[src/rtl/csi_pkg.sv]
`default_nettype none
// +--------------------------------------------------------------------+
// | csi_pkg: shared types and constants for the CSI-2 lane aligner     |
// | Rev 1.0                                                            |
// +--------------------------------------------------------------------+
package csi_pkg;

   localparam logic [7:0] CSI_SYNC_BYTE = 8'hB8;

   typedef enum logic [1:0] {
      IDLE   = 2'd0,
      HUNT   = 2'd1,
      LOCKED = 2'd2,
      FAIL   = 2'd3
   } aligner_state_t;

   typedef logic [2:0] bit_off_t;

   // Bits below a candidate offset must be the HS-zero leader.
   function automatic logic [15:0] lead_mask(input bit_off_t k);
      return (16'd1 << k) - 16'd1;
   endfunction

endpackage
`default_nettype wire

[src/rtl/csi_sync_detect.sv]
`default_nettype none
// +--------------------------------------------------------------------+
// | csi_sync_detect: finds the lowest bit offset holding the HS sync   |
// | byte preceded by zeros. Rev 1.0                                    |
// +--------------------------------------------------------------------+
module csi_sync_detect
   import csi_pkg::*;
(
   input  logic [15:0] i_window,
   input  logic [7:0]  i_sync,
   output logic        o_match,
   output bit_off_t    o_off
);

   logic [7:0] w_hit;

   for (genvar k = 0; k < 8; k++) begin : g_off
      assign w_hit[k] = (i_window[k+7:k] == i_sync) &&
                        ((i_window & lead_mask(bit_off_t'(k))) == 16'd0);
   end

   // Scan downward so the lowest matching offset is the last one written.
   always_comb begin
      o_match = 1'b0;
      o_off   = '0;
      for (int k = 7; k >= 0; k--) begin
         if (w_hit[k]) begin
            o_match = 1'b1;
            o_off   = bit_off_t'(k);
         end
      end
   end

endmodule
`default_nettype wire

[src/rtl/csi_byte_aligner.sv]
`default_nettype none
// +--------------------------------------------------------------------+
// | csi_byte_aligner: per-lane HS byte aligner, hunts sync at 8 bit    |
// | offsets and locks for the burst. Rev 1.0                           |
// +--------------------------------------------------------------------+
module csi_byte_aligner
   import csi_pkg::*;
#(
   parameter logic [7:0]  SYNC_BYTE = CSI_SYNC_BYTE,
   parameter int unsigned MAX_HUNT  = 32
) (
   input  logic       clk,
   input  logic       rst,
   input  logic       in_en,
   input  logic [7:0] in_data,
   output logic       out_valid,
   output logic [7:0] out_data,
   output logic       out_sync,
   output logic       locked,
   output logic       err_sync
);

   localparam logic [7:0] c_MAX_HUNT = 8'(MAX_HUNT);

   aligner_state_t r_state, w_state_nx;
   logic [7:0]     r_prev;
   bit_off_t       r_off, w_off_nx;
   logic [7:0]     r_cnt, w_cnt_nx, w_cnt_inc;
   logic           r_valid, r_sync, r_locked, r_err;
   logic [7:0]     r_data;
   logic           w_valid_nx, w_sync_nx, w_err_nx;
   logic [7:0]     w_data_nx;
   logic [15:0]    w_window;
   logic           w_match;
   bit_off_t       w_det_off;

   assign w_window  = {in_data, r_prev};
   assign w_cnt_inc = (r_cnt == 8'hFF) ? r_cnt : r_cnt + 8'd1;

   csi_sync_detect u_detect (
      .i_window (w_window),
      .i_sync   (SYNC_BYTE),
      .o_match  (w_match),
      .o_off    (w_det_off)
   );

   always_ff @(posedge clk or posedge rst) begin
      if (rst) begin
         r_state <= IDLE;
      end else begin
         r_state <= w_state_nx;
      end
   end

   always_comb begin
      w_state_nx = r_state;
      w_off_nx   = r_off;
      w_cnt_nx   = r_cnt;
      w_valid_nx = 1'b0;
      w_sync_nx  = 1'b0;
      w_err_nx   = 1'b0;
      w_data_nx  = 8'h00;
      // Leaving HS mode overrides any match or timeout in the same cycle.
      if (!in_en) begin
         w_state_nx = IDLE;
         w_cnt_nx   = 8'h00;
      end else begin
         case (r_state)
            IDLE: begin
               w_state_nx = HUNT;
               w_cnt_nx   = 8'h00;
            end
            HUNT: begin
               if (w_match) begin
                  w_state_nx = LOCKED;
                  w_off_nx   = w_det_off;
                  w_valid_nx = 1'b1;
                  w_sync_nx  = 1'b1;
                  w_data_nx  = SYNC_BYTE;
               end else begin
                  w_cnt_nx = w_cnt_inc;
                  if (w_cnt_inc >= c_MAX_HUNT) begin
                     w_state_nx = FAIL;
                     w_err_nx   = 1'b1;
                  end
               end
            end
            LOCKED: begin
               w_valid_nx = 1'b1;
               w_data_nx  = w_window[r_off +: 8];
            end
            FAIL: begin
               w_state_nx = FAIL;
            end
            default: begin
               w_state_nx = IDLE;
            end
         endcase
      end
   end

   always_ff @(posedge clk or posedge rst) begin
      if (rst) begin
         r_prev   <= 8'h00;
         r_off    <= '0;
         r_cnt    <= 8'h00;
         r_valid  <= 1'b0;
         r_data   <= 8'h00;
         r_sync   <= 1'b0;
         r_locked <= 1'b0;
         r_err    <= 1'b0;
      end else begin
         r_prev   <= in_data;
         r_off    <= w_off_nx;
         r_cnt    <= w_cnt_nx;
         r_valid  <= w_valid_nx;
         r_data   <= w_data_nx;
         r_sync   <= w_sync_nx;
         r_locked <= (w_state_nx == LOCKED);
         r_err    <= w_err_nx;
      end
   end

   assign out_valid = r_valid;
   assign out_data  = r_data;
   assign out_sync  = r_sync;
   assign locked    = r_locked;
   assign err_sync  = r_err;

endmodule
`default_nettype wire

[config.mk]
export PLATFORM = sky130hd
export DESIGN_NAME = csi_byte_aligner
export DESIGN_NICKNAME = d
export VERILOG_FILES = /design/src/rtl/csi_pkg.sv /design/src/rtl/csi_sync_detect.sv /design/src/rtl/csi_byte_aligner.sv
export SDC_FILE = /design/constraint.sdc
export NUM_CORES = 1
export LEC_CHECK = 0
export BUFFER_PORTS_ARGS = -buffer_cell sky130_fd_sc_hd__buf_2
export CELL_PAD_IN_SITES_DETAIL_PLACEMENT = 0
export CELL_PAD_IN_SITES_GLOBAL_PLACEMENT = 1
export CORE_MARGIN = 2
export CORE_UTILIZATION = 52
export CTS_BUF_LIST = sky130_fd_sc_hd__clkbuf_4 sky130_fd_sc_hd__clkbuf_8
export CTS_CLUSTER_DIAMETER = 200
export CTS_CLUSTER_SIZE = 24
export DETAILED_ROUTE_END_ITERATION = 7
export GPL_TIMING_DRIVEN = 1
export PLACE_DENSITY_LB_ADDON = 0.1
export SLEW_MARGIN = 20
export SYNTH_ARGS = -nofsm -noshare
export SYNTH_HDL_FRONTEND = slang
export SYNTH_SLANG_ARGS = --single-unit
export TNS_END_PERCENT = 20
[constraint.sdc]
create_clock -name clk -period 2.75 [get_ports clk]
set_input_delay 0 -clock clk [delete_from_list [all_inputs] [get_ports clk]]
set_output_delay 0 -clock clk [all_outputs]
set_load 0.02 [all_outputs]
; Yosys cells after proc, flatten, opt, wreduce, memory -nomap -nowiden
; Cells that the tools add are included.
; Widths: inputs -> output; s select.
[totals]
word_cells = 80
regBits = 33
output_inout_bits = 12
[classes]
add_sub_neg = 1
shifts = 1
n_lt_le_gt_ge = 1
reduce_logical = 17
eq_ne = 15
mux = 36
[op_table]
columns = cell, n
row1 = $logic_not 16->1, 7
row2 = $eq 8x8->1 const B, 9
row3 = $mux 8, 5
row4 = $pmux 8 s2, 2
row5 = $mux 3, 8
row6 = $mux 1, 16
row7 = $shiftx 16x4->8, 1
row8 = $add 8x1->8 const B, 1
row9 = $ge 8x6->1 const B, 1
row10 = $logic_and 1x1->1, 7
row11 = $eq 2x2->1 const B, 3
row12 = $mux 2, 3
row13 = $pmux 2 s3, 1
row14 = $ne 3x1->1 const B, 1
row15 = $ne 3x3->1 const B, 1
row16 = $reduce_and 3->1, 1
row17 = $eq 2x1->1 const B, 1
row18 = $logic_not 2->1, 1
row19 = $pmux 1 s2, 1
row20 = $reduce_and 2->1, 1

; Longest topological paths before layout
; Gate-level depths: netlist of run 1.
[logic_depth]
ltp_word = 14
depth_mapped = 7

; By module
; From an unflattened synthesis of run 1, not the netlist that was laid out.
[hier_totals]
cells_unflattened = 276
area_unflattened_um2 = 2683.8
[modules_own_cells]
columns = module, area_per_inst_um2, n_inst, cells_each
row1 = csi_byte_aligner, 1800.5, 1, 154
row2 = csi_sync_detect, 883.3, 1, 122

; Worst setup path after synthesis of run 1
; Ideal clock, no wire load.
[synth_timing]
kind = reg2reg
start = register r_prev[7]
end = register r_off[0]
slack_ns = 0.937
path_stages_with_launch = 7
arrival_ns = 1.686
setup_time_ns = 0.128
path_cell_list = dfrtp_1 buf_4 nor4bb_1 o211ai_1 a211o_1 a21oi_2 mux2_1
[synth_between]
elab_chain_len = 11
elab_cells_between_ends = 32
classes_between = eq/ne (8) / mux (16) / reduce/logical (8)
[synth_rtl]
columns = element, line_no
row1 = "start, declared", csi_byte_aligner.sv:26  ; logic [7:0] r_prev;
row2 = "start signal, assigned", csi_byte_aligner.sv:113  ; r_prev <= in_data;
row3 = $eq 8x8->1, csi_sync_detect.sv:18  ; assign w_hit[k] = (i_window[k+7:k] == i_sync) &&
row4 = $logic_and 1x1->1, csi_sync_detect.sv:18
row5 = $mux 1 (8 in a row), csi_sync_detect.sv:27  ; if (w_hit[k]) begin
row6 = $reduce_and 3->1 (no line), --
row7 = "end signal, assigned", csi_byte_aligner.sv:114  ; r_off <= w_off_nx;
row8 = "end, declared", csi_byte_aligner.sv:27  ; bit_off_t r_off, w_off_nx;
; Parallel ways exist; a longest one is shown, timed or not.
; A chain may end at the register's enable or synchronous reset.

; Worst setup path in the final report of run 1
; Ends and elaborated chain as after synthesis.

==> results.md, run 1 <==
* Status: finished clean
* Die footprint at 4430 um^2
* Ports at 23
* Commonest cells in the netlist: dfrtp_1 (33), mux2i_1 (15), nand2_1 (15)
* Final WL at 4260 um
* Remaining DRCs at 0
* Number of synthesized register bits at 33
* Hold Path Origin: in_en
* Min-Delay Path Class: in -> reg
* Multi-input logic area at 1150 um^2
* PwrDens at 454 nW/um^2
* Post-DP Area at 2180 um^2
* Reg clk slew, reported paths at 0.07 ns
* WS Path Type: reg -> reg
* Count leader, synth: dfrtp_1
* Antenna violations before repair at 0
* Synth Net Count at 204
* Maxcap violations at 0
* H-tree depth at 2
* # port buffers at 22
* Die height at 66.6 um
* Nets at 237
* Largest net degree at the start of global routing at 34
* DRT iter0 DRCs at 93
* Vias at 1,628
* Final period util at 0.744
* Setup violators final at 0
* Final Util at 0.644
* Static Leak at 1.06 nW
* Post-synthesis sequential area ratio at 0.406
* Vias per cell at 6.05
* Antenna-violating nets left at 0
* Final min period at 2.05 ns
* Initial DRT Pass Iterations at 4
* FILL cells at 277
* Crit end category: flip-flop
* Root Buffer: clkbuf_8
* Worst Skew at 0.0108 ns
* Hold Path End: out_data[6]
* YS warnings at 0
* Hpwl dp at 3150 um
* Hold Path Depth at 3
* CTS tree: done
* Critical R2R Capture: r_off[0]
* Vias in the first global route at 1,576
* Cell taking the most area after synthesis: dfrtp_1
* Synth area leaders: dfrtp_1 (41%), mux4_2 (8.9%), mux2i_1 (7.4%)
* Setup TNS at 0 ns
* Latest clock arrival within the worst-skew pair at 0.28 ns
* Max VDD drop at 0.000481 V
* Syn Area/Cell at 10.9 um^2
* FF+latch area at 826 um^2
* Routed WL per cell at 15.9 um
* Post-synth ARST share at 1.00
* Max Slew Vio Count at 0
* Depth of the most critical reg-to-reg path at 5
* Row count at 22
* Slew @ Worst Pin at 0.656 ns
* CTS max path bufs at 2
* Worst hold slack at 0.0239 ns
* Fin area at 2390 um^2
* WP data required at 2.91 ns
* Reg2Reg Setup Slack at 0.70 ns
* Core ar. at 3720 um^2
* Cell count after synthesis at 187
* Synthesized area at 2040 um^2
* Slew Limit Headroom at 0.558
* Area grow syn2layout at 17.6%
* GRT Resource Usage Total at 0.221
* Ant diodes at 0
* Gr ovfl total at 0
* Synth Flop Type: dfrtp_1
* Worst EP arrival at 2.20 ns
* Die extent in x at 66.6 um
* Post-synth EDFFs at 0
* Final number of hold-violating endpoints at 0
* Design Power at 1.09 mW
* CTS Sinks at 33
* Netlist cell types at 51
* Initial Utilization at 0.548
* RSZ-0062 raised after global routing: no
* Fraction of layout cells with a size suffix above 1 at 0.217
* F_max at 0.489 GHz
* Crit Path Max Fanout at 10
* CTS Buf Count at 5
* Reg2reg start: r_prev[7]
* GPL Wtd Cong at 0.941
* Share of the synthesized area in the top cell type at 0.406
* First-pass GRT wire length at 7530 um
* Startpoint Class: flip-flop
## power breakdown
group	internal (mW)	switching, mW	total (mW)
clock	0.295	0.179	0.473
combinational	0.0466	0.0596	0.106
sequential	0.494	0.0130	0.507
## layer usage
metal  vias up  track usage  wire length (um)
met1       785        0.312              2050
met2        55        0.351              1990
met5         -            0                 0
met3         4       0.0389               201
li1        784            -                 -
met4         0       0.0561                29
## kinds of logic after synthesis
kind of cell	share of synthesized area
fa+ha+maj	0.0369
compound gates	0.136
flops	0.406
mux	0.173
buf+inv	0.0313
simple gates	0.216
## flip-flops by register name, indices dropped and copies added, names as in the netlist
| signal | cells |
|---|---|
| err_sync | 1 |
| locked | 1 |
| out_data | 8 |
| out_sync | 1 |
| out_valid | 1 |
| r_cnt | 8 |
| r_off | 3 |
| r_prev | 8 |
| r_state | 2 |
## through the flow
step | worst slack [ns] | instances
final | 0.703 | 269
after global routing | 0.493 | 269
after CTS | 0.713 | 269
after detailed placement | 0.744 | 252
after global placement | 0.849 | 252
after floorplan | 0.937 | 187
## layout by cell type (no fill, tap or decap), types with 2 or more instances in the layout
cell,count
a211o_1,2
a211oi_1,3
a21boi_0,2
a21oi_1,6
a221oi_1,2
and2_1,5
and3_1,3
and3b_1,4
and4_1,2
and4bb_1,4
buf_2,22
buf_4,3
clkbuf_8,6
dfrtp_1,33
dlygate4sd3_1,9
ha_1,6
inv_1,5
mux2_1,2
mux2i_1,15
mux4_2,8
nand2_1,15
nand2b_1,3
nand3_1,4
nand4_1,5
nor2_1,11
nor3_1,2
o211ai_1,2
o21ai_0,9
o31ai_1,3
or4_1,2
## worst max-delay path by stage
| stage | from | end | slack (ns) | cells after the start |
|---|---|---|---|---|
| floorplan | r_prev[7] | r_off[0] | 0.94 | 6 |
| detailed placement | r_prev[7] | r_off[1] | 0.74 | 5 |
| finish | r_prev[7] | r_off[0] | 0.70 | 5 |
| global placement | r_prev[2] | r_off[1] | 0.85 | 5 |
| CTS | r_prev[7] | r_off[0] | 0.71 | 5 |
| global route | r_prev[7] | r_off[1] | 0.49 | 5 |
## area by class of cell
class	count	area share
Inverter	5	0.00784
Clock inverter	2	0.0157
Multi-Input combinational cell	141	0.479
Tap cell	48	0.0251
Sequential cell	33	0.345
Timing Repair Buffer	34	0.0930
Clock buffer	6	0.0345
## worst max-delay path: stages, from the launching register on
cell,delay [ns]
dfrtp_1,0.48
nor4bb_1,0.33
o211ai_1,0.16
a211o_1,0.38
a21oi_2,0.23
mux2_1,0.34
## what timing repair did
action,CTS,global route
hold buffers,9,0
setup buffers,0,0
hold endpoints to repair,41,0
resized for setup,0,0
Note: power is estimated with default switching activity, not from simulation.
==> inputs of run 2 (changes only) <==
--- a/config.mk
+++ b/config.mk
@@ -5,11 +5,12 @@
 export SDC_FILE = /design/constraint.sdc
 export NUM_CORES = 1
 export LEC_CHECK = 0
+export ABC_AREA = 1
 export BUFFER_PORTS_ARGS = -buffer_cell sky130_fd_sc_hd__buf_2
 export CELL_PAD_IN_SITES_DETAIL_PLACEMENT = 0
 export CELL_PAD_IN_SITES_GLOBAL_PLACEMENT = 1
 export CORE_MARGIN = 2
-export CORE_UTILIZATION = 52
+export CORE_UTILIZATION = 44
 export CTS_BUF_LIST = sky130_fd_sc_hd__clkbuf_4 sky130_fd_sc_hd__clkbuf_8
 export CTS_CLUSTER_DIAMETER = 200
 export CTS_CLUSTER_SIZE = 24
==> constraint.sdc (replaced) <==
create_clock -name clk -period 2 [get_ports clk]
set_input_delay 0 -clock clk [delete_from_list [all_inputs] [get_ports clk]]
set_output_delay 0 -clock clk [all_outputs]
set_load 0.02 [all_outputs]
==> results.md, run 2 <==
* Synth Area in Compound Gates at 0.177 (+0.0410)
* GRT Resource Usage Total at 0.202 (-0.0182)
* WS Path Type: reg -> reg
* Crit Path Max Fanout at 8 (-2)
* Post-route insts no fill at 367 (+36%)
* Die extent in x at 72.6 um (+9.1%)
* Final Util at 0.548 (-0.0962)
* Root Buffer: clkbuf_8
* Placed cells at 350 (+39%)
* # port buffers at 22 (unchanged)
* Fin area at 2430 um^2 (+1.7%)
* Startpoint Class: flip-flop
* Gr ovfl total at 0 (unchanged)
* H-tree depth at 2 (unchanged)
* CTS Buf Count at 5 (unchanged)
* Commonest non-fill, non-tap cell in the layout: nand2_1
* CTS tree: done
* Max Slew Vio Count at 0 (unchanged)
* WP data required at 2.21 ns (-0.70 ns)
* CTS Sinks at 33 (unchanged)
* Synth area leaders: dfrtp_1 (40%), nand2_1 (14%), o21ai_0 (6.8%)
* Fraction of layout cells with a size suffix above 1 at 0.197 (-0.0204)
* Max VDD drop at 0.000273 V (-43%)
* Synthesized area at 2070 um^2 (+1.8%)
* Number of synthesized register bits at 33 (unchanged)
* Mux cell area share after synthesis at 0 (-0.173)
* Synth Flop Type: dfrtp_1
* Vias per cell at 5.15 (-15%)
* First-pass GRT wire length at 8200 um (+8.9%)
* GPL Wtd Cong at 0.856 (-9.1%)
* Reg clk slew, reported paths at 0.07 ns (about the same)
* F_max at 0.569 GHz (+16%)
* Static Leak at 1.26 nW (+19%)
* Latest clock arrival within the worst-skew pair at 0.28 ns (about the same)
* Remaining DRCs at 0 (unchanged)
* DP Worst Slack at 0.270 ns (-0.475 ns)
* Initial Utilization at 0.466 (-0.0813)
* Adder-Cell Fraction of Synth Area at 0.0362 (-0.000668)
* Row count at 24 (+9.1%)
* Syn Area/Cell at 7.38 um^2 (-32%)
* Initial DRT Pass Iterations at 4 (unchanged)
* Commonest cells in the netlist: nand2_1 (77), dfrtp_1 (33), nor2_1 (30)
* Cell taking the most area after synthesis: dfrtp_1
* Die footprint at 5280 um^2 (+19%)
* Maxcap violations at 0 (unchanged)
* Post-DP Area at 2220 um^2 (+1.9%)
* Largest net degree at the start of global routing at 34 (unchanged)
* YS warnings at 0 (unchanged)
* Slew Limit Headroom at 0.720 (+0.162)
* Ports at 23 (unchanged)
* Die height at 72.6 um (+9.1%)
* Setup TNS at 0 ns (unchanged)
* Simple-Gate Fraction of Synth Area at 0.309 (+0.0926)
* Post-CTS Setup Bufs at 0 (unchanged)
* Area grow syn2layout at 17.4%
* Ant diodes at 0 (unchanged)
* Min-Delay Path Class: in -> reg
* Worst EP arrival at 1.97 ns (-0.23 ns)
* Post-synth ARST share at 1.00 (unchanged)
* Slew @ Worst Pin at 0.420 ns (-0.237 ns)
* Synth Net Count at 298 (+46%)
* Routed WL per cell at 13.0 um (-18%)
* Antenna violations before repair at 0 (unchanged)
* Final WL at 4780 um (+12%)
* Share of the synthesized area in the top cell type at 0.398 (-0.00734)
* Hpwl dp at 3530 um (+12%)
* Setup violators final at 0 (unchanged)
* Status: finished clean
* Final period util at 0.879 (+0.134)
* Netlist cell types at 28 (-45%)
* Antenna-violating nets left at 0 (unchanged)
* Worst Skew at 0.00454 ns (-0.00625 ns)
* Final min period at 1.76 ns (-0.290 ns)
* Final number of hold-violating endpoints at 0 (unchanged)
* Vias in the first global route at 1,748 (+11%)
* Post-Synth XOR/XNOR Area at 0.00422 (+0.00422)
* Crit end category: flip-flop
* Nets at 331 (+40%)
* Core ar. at 4440 um^2 (+20%)
* PwrDens at 632 nW/um^2 (+39%)
* DRT iter0 DRCs at 129 (+39%)
* Cell count after synthesis at 281 (+50%)
* Vias at 1,890 (+16%)
* Count leader, synth: nand2_1
* Post-synth EDFFs at 0 (unchanged)
* RSZ-0062 raised after global routing: no
* Worst setup margin at 0.243 ns (-0.460 ns)
* CTS max path bufs at 2 (unchanged)
* Post-synthesis sequential area ratio at 0.398 (-0.00734)
* Dominant combinational cell family by area after synthesis: simple AND/OR/NAND/NOR gates
* Commonest cells after routing, fill and taps aside: nand2_1 (77), dfrtp_1 (33), nor2_1 (30)
==> run 2: cell count changes in the layout (fill, tap and decap cells not counted), sizes merged, moves of 10 or more <==
cell	delta
nand2	+69
mux2i	-15
nand3	+10
o21ai	+26
inv	+24
nor2	+26
==> run 2: final timing paths <==
path / startpoint / to / slack, ns / cells past startpoint
max in group asynchronous: rst / r_prev[0] / 1.35 / 4
hold / removal: in_en / r_state[1] / 0.05 / 3
hold reg to reg: r_cnt[6] / r_cnt[6] / 0.55 / 2
setup / recovery: r_cnt[0] / locked / 0.24 / 9
min in group asynchronous: rst / out_data[3] / 0.35 / 4
setup reg to reg: r_cnt[0] / locked / 0.24 / 9
==> run 2: through the flow <==
stage,hold slack (ns),power (mW)
2_1_floorplan,0.0314,0.826
3_3_place_gp,0.109,0.875
3_5_place_dp,0.110,0.875
4_1_cts,0.0433,1.55
5_1_grt,0.0813,1.61
6_report,0.0467,1.54
==> run 2: cell type report <==
| cell class | instances | area, um^2 |
|---|---|---|
| inverters | 29 | 109 |
| repair buffers | 34 | 223 |
| clock inverters | 1 | 30.0 |
| fillers | 456 | 2010 |
| multi-input cells | 211 | 1090 |
| well taps | 52 | 65.1 |
| flip-flops and latches | 33 | 826 |
| clock buffers | 7 | 90.1 |
==> run 2: routing by layer <==
metal,GRT usage,vias up,share of wire
li1,-,984,-
met5,0,-,0
met1,0.296,861,0.51
met3,0.0331,5,0.040
met4,0.0617,0,0.011
met2,0.308,40,0.44
==> run 2: power breakdown <==
group	internal (mW)	switching, mW	total (mW)
Clock	0.420	0.243	0.663
Sequential	0.683	0.0222	0.705
Combinational	0.0592	0.112	0.171
==> run 2: cells by family (layout without fill, tap and decap cells) <==
family                     Yosys count  count (layout)
AOI/OAI and AO/OA                   60              60
xor gates and xnor gates             1               1
adders and majority gates            6               6
buffers and inverters               37              71
DFF                                 33              33
and+or+nand+nor                    144             144
==> run 2: critical path: stages, from the launching register on <==
cell     delay, ns
dfrtp_1       0.42
ha_1          0.22
nand2_1       0.12
nor2_1        0.12
nand3_1       0.23
nand4_1       0.24
nand2_1       0.07
nand3_1       0.08
nand2_1       0.07
a21oi_1       0.12
==> run 2: what timing repair did <==
action / 4_1_cts / 5_1_grt
endpoints found under the hold margin: 41 / 0
resized for setup: 0 / 0
hold buffers: 9 / 0
==> inputs of run 3 (changes only) <==
--- a/config.mk
+++ b/config.mk
@@ -6,11 +6,12 @@
 export NUM_CORES = 1
 export LEC_CHECK = 0
 export ABC_AREA = 1
+export ABC_CLOCK_PERIOD_IN_PS = 1600
 export BUFFER_PORTS_ARGS = -buffer_cell sky130_fd_sc_hd__buf_2
 export CELL_PAD_IN_SITES_DETAIL_PLACEMENT = 0
 export CELL_PAD_IN_SITES_GLOBAL_PLACEMENT = 1
 export CORE_MARGIN = 2
-export CORE_UTILIZATION = 44
+export CORE_UTILIZATION = 40
 export CTS_BUF_LIST = sky130_fd_sc_hd__clkbuf_4 sky130_fd_sc_hd__clkbuf_8
 export CTS_CLUSTER_DIAMETER = 200
 export CTS_CLUSTER_SIZE = 24
==> constraint.sdc (replaced) <==
create_clock -name clk -period 1.6 [get_ports clk]
set_input_delay 0 -clock clk [delete_from_list [all_inputs] [get_ports clk]]
set_output_delay 0 -clock clk [all_outputs]
set_load 0.02 [all_outputs]
==> results.md, run 3 (same netlist as run 2, synthesis figures left out) <==
* Placed cells at 381 (+8.9%)
* H-tree depth at 2 (unchanged)
* Fraction of layout cells with a size suffix above 1 at 0.309 (+0.112)
* Die height at 76.0 um (+4.6%)
* Antenna-violating nets left at 0 (unchanged)
* Multi-input logic area at 1200 um^2 (+9.7%)
* DRT iter0 DRCs at 115 (-11%)
* Maxcap violations at 0 (unchanged)
* Slew @ Worst Pin at 0.430 ns (+0.0103 ns)
* Routed WL per cell at 13.0 um (-0.44%)
* # port buffers at 22 (unchanged)
* Worst EP arrival at 1.80 ns (-0.17 ns)
* First-pass GRT wire length at 8540 um (+4.0%)
* Core ar. at 5040 um^2 (+13%)
* Root Buffer: clkbuf_8
* WP data required at 1.82 ns (-0.39 ns)
* Design Power at 1.80 mW (+17%)
* Ant diodes at 0 (unchanged)
* Max VDD drop at 0.000312 V (+14%)
* Post-route insts no fill at 403 (+9.8%)
* Die footprint at 5780 um^2 (+9.4%)
* CTS Sinks at 33 (unchanged)
* F_max at 0.632 GHz (+11%)
* Remaining DRCs at 0 (unchanged)
* Vias per cell at 4.81 (-6.6%)
* Max Slew Vio Count at 0 (unchanged)
* Setup TNS at 0 ns (unchanged)
* Startpoint Class: flip-flop
* Slew Limit Headroom at 0.713 (-0.00690)
* Reg clk slew, reported paths at 0.07 ns (about the same)
* Vias in the first global route at 1,762 (+0.80%)
* PwrDens at 671 nW/um^2 (+6.1%)
* CTS tree: done
* Latest clock arrival within the worst-skew pair at 0.29 ns (about the same)
* Gr ovfl total at 0 (unchanged)
* GRT Resource Usage Total at 0.185 (-0.0169)
* CTS Buf Count at 5 (unchanged)
* Min-Delay Path Class: in -> reg
* Largest net degree at the start of global routing at 34 (unchanged)
* Commonest non-fill, non-tap cell in the layout: nand2_1
* Crit end category: flip-flop
* Crit Path Max Fanout at 4 (-4)
* Initial DRT Pass Iterations at 4 (unchanged)
* WS Path Type: reg -> reg
* Vias at 1,939 (+2.6%)
* CTS max path bufs at 2 (unchanged)
* Setup violators final at 0 (unchanged)
* DP Worst Slack at -0.0180 ns (-0.288 ns)
* GPL Wtd Cong at 0.918 (+7.2%)
* Commonest cells after routing, fill and taps aside: nand2_1 (67), dfrtp_1 (31), nor2_1 (26)
* Ports at 23 (unchanged)
* Final min period at 1.58 ns (-0.174 ns)
* Final Util at 0.533 (-0.0149)
* Static Leak at 1.35 nW (+7.5%)
* Final period util at 0.989 (+0.111)
* Antenna violations before repair at 0 (unchanged)
* Hpwl dp at 3680 um (+4.2%)
* RSZ-0062 raised after global routing: yes
* Status: finished clean
* Row count at 26 (+8.3%)
* FF+latch area at 828 um^2 (+0.30%)
* Nets at 350 (+5.7%)
* Worst Skew at 0.00148 ns (-0.00306 ns)
* Initial Utilization at 0.411 (-0.0553)
* Post-DP Area at 2360 um^2 (+6.0%)
* Final WL at 5230 um (+9.3%)
* Fin area at 2690 um^2 (+10%)
* FILL cells at 506 (+11%)
* Worst setup margin at 0.0170 ns (-0.226 ns)
* Area grow syn2layout at 29.6%
* Die extent in x at 76.0 um (+4.6%)
* Final number of hold-violating endpoints at 0 (unchanged)
* Worst hold slack at 0.0559 ns (+0.00926 ns)
[run 3: cell types whose count changed in the layout (fill, tap and decap cells not counted), sizes merged]
cell | previous run | this run
buf | 25 | 43
bufinv | 1 | 0
nand2 | 84 | 85
[run 3: path summary, 6_finish.rpt]
check	from	endpoint	slack, ns	cells past startpoint
min in group asynchronous	rst	out_data[4]	0.35	4
hold reg to reg	r_off[0]	r_off[0]	0.56	2
setup / recovery	r_prev[3]	r_off[1]	0.02	11
setup reg to reg	r_prev[3]	r_off[1]	0.02	11
max in group asynchronous	rst	r_prev[7]	0.92	4
hold / removal	in_en	out_data[6]	0.06	3
[run 3: worst max-delay path: stages, from the launching register on]
cell and delay (ns):
dfrtp_1 0.39, nor2_2 0.19, nand2_4 0.09, nor2_4 0.16
nand2_2 0.08, nand2_2 0.09, nor2_4 0.04, nand2_4 0.10
nand2_8 0.09, inv_2 0.09, o21ai_0 0.10, o21ai_1 0.08
[run 3: area by class of cell]
| type | count | share of cell area |
|---|---|---|
| clock buffers | 7 | 0.0335 |
| multi-input cells | 212 | 0.446 |
| flip-flops and latches | 33 | 0.308 |
| repair buffers | 52 | 0.139 |
| inverters | 29 | 0.0405 |
| well taps | 70 | 0.0326 |
[run 3: repair_timing]
action                                 4_1_cts  5_1_grt
pin swaps                                    0       12
setup buffers                                0        5
setup endpoints to repair                    8       20
cloned                                       0        1
endpoints found under the hold margin       41        0
gates resized for setup                      2       30
hold buffers                                 9        0
[run 3: per-layer routing]
metal / routed length (um) / vias to the layer above / GRT usage
met5: 0 / - / 0
met4: 61 / 0 / 0.0491
met3: 228 / 6 / 0.0367
met2: 2370 / 40 / 0.279
met1: 2570 / 877 / 0.274
li1: - / 1016 / -
[run 3: power by group]
part	internal, mW	switching, mW
clock	0.358	0.307
sequential	0.855	0.0186
combinational	0.0978	0.166
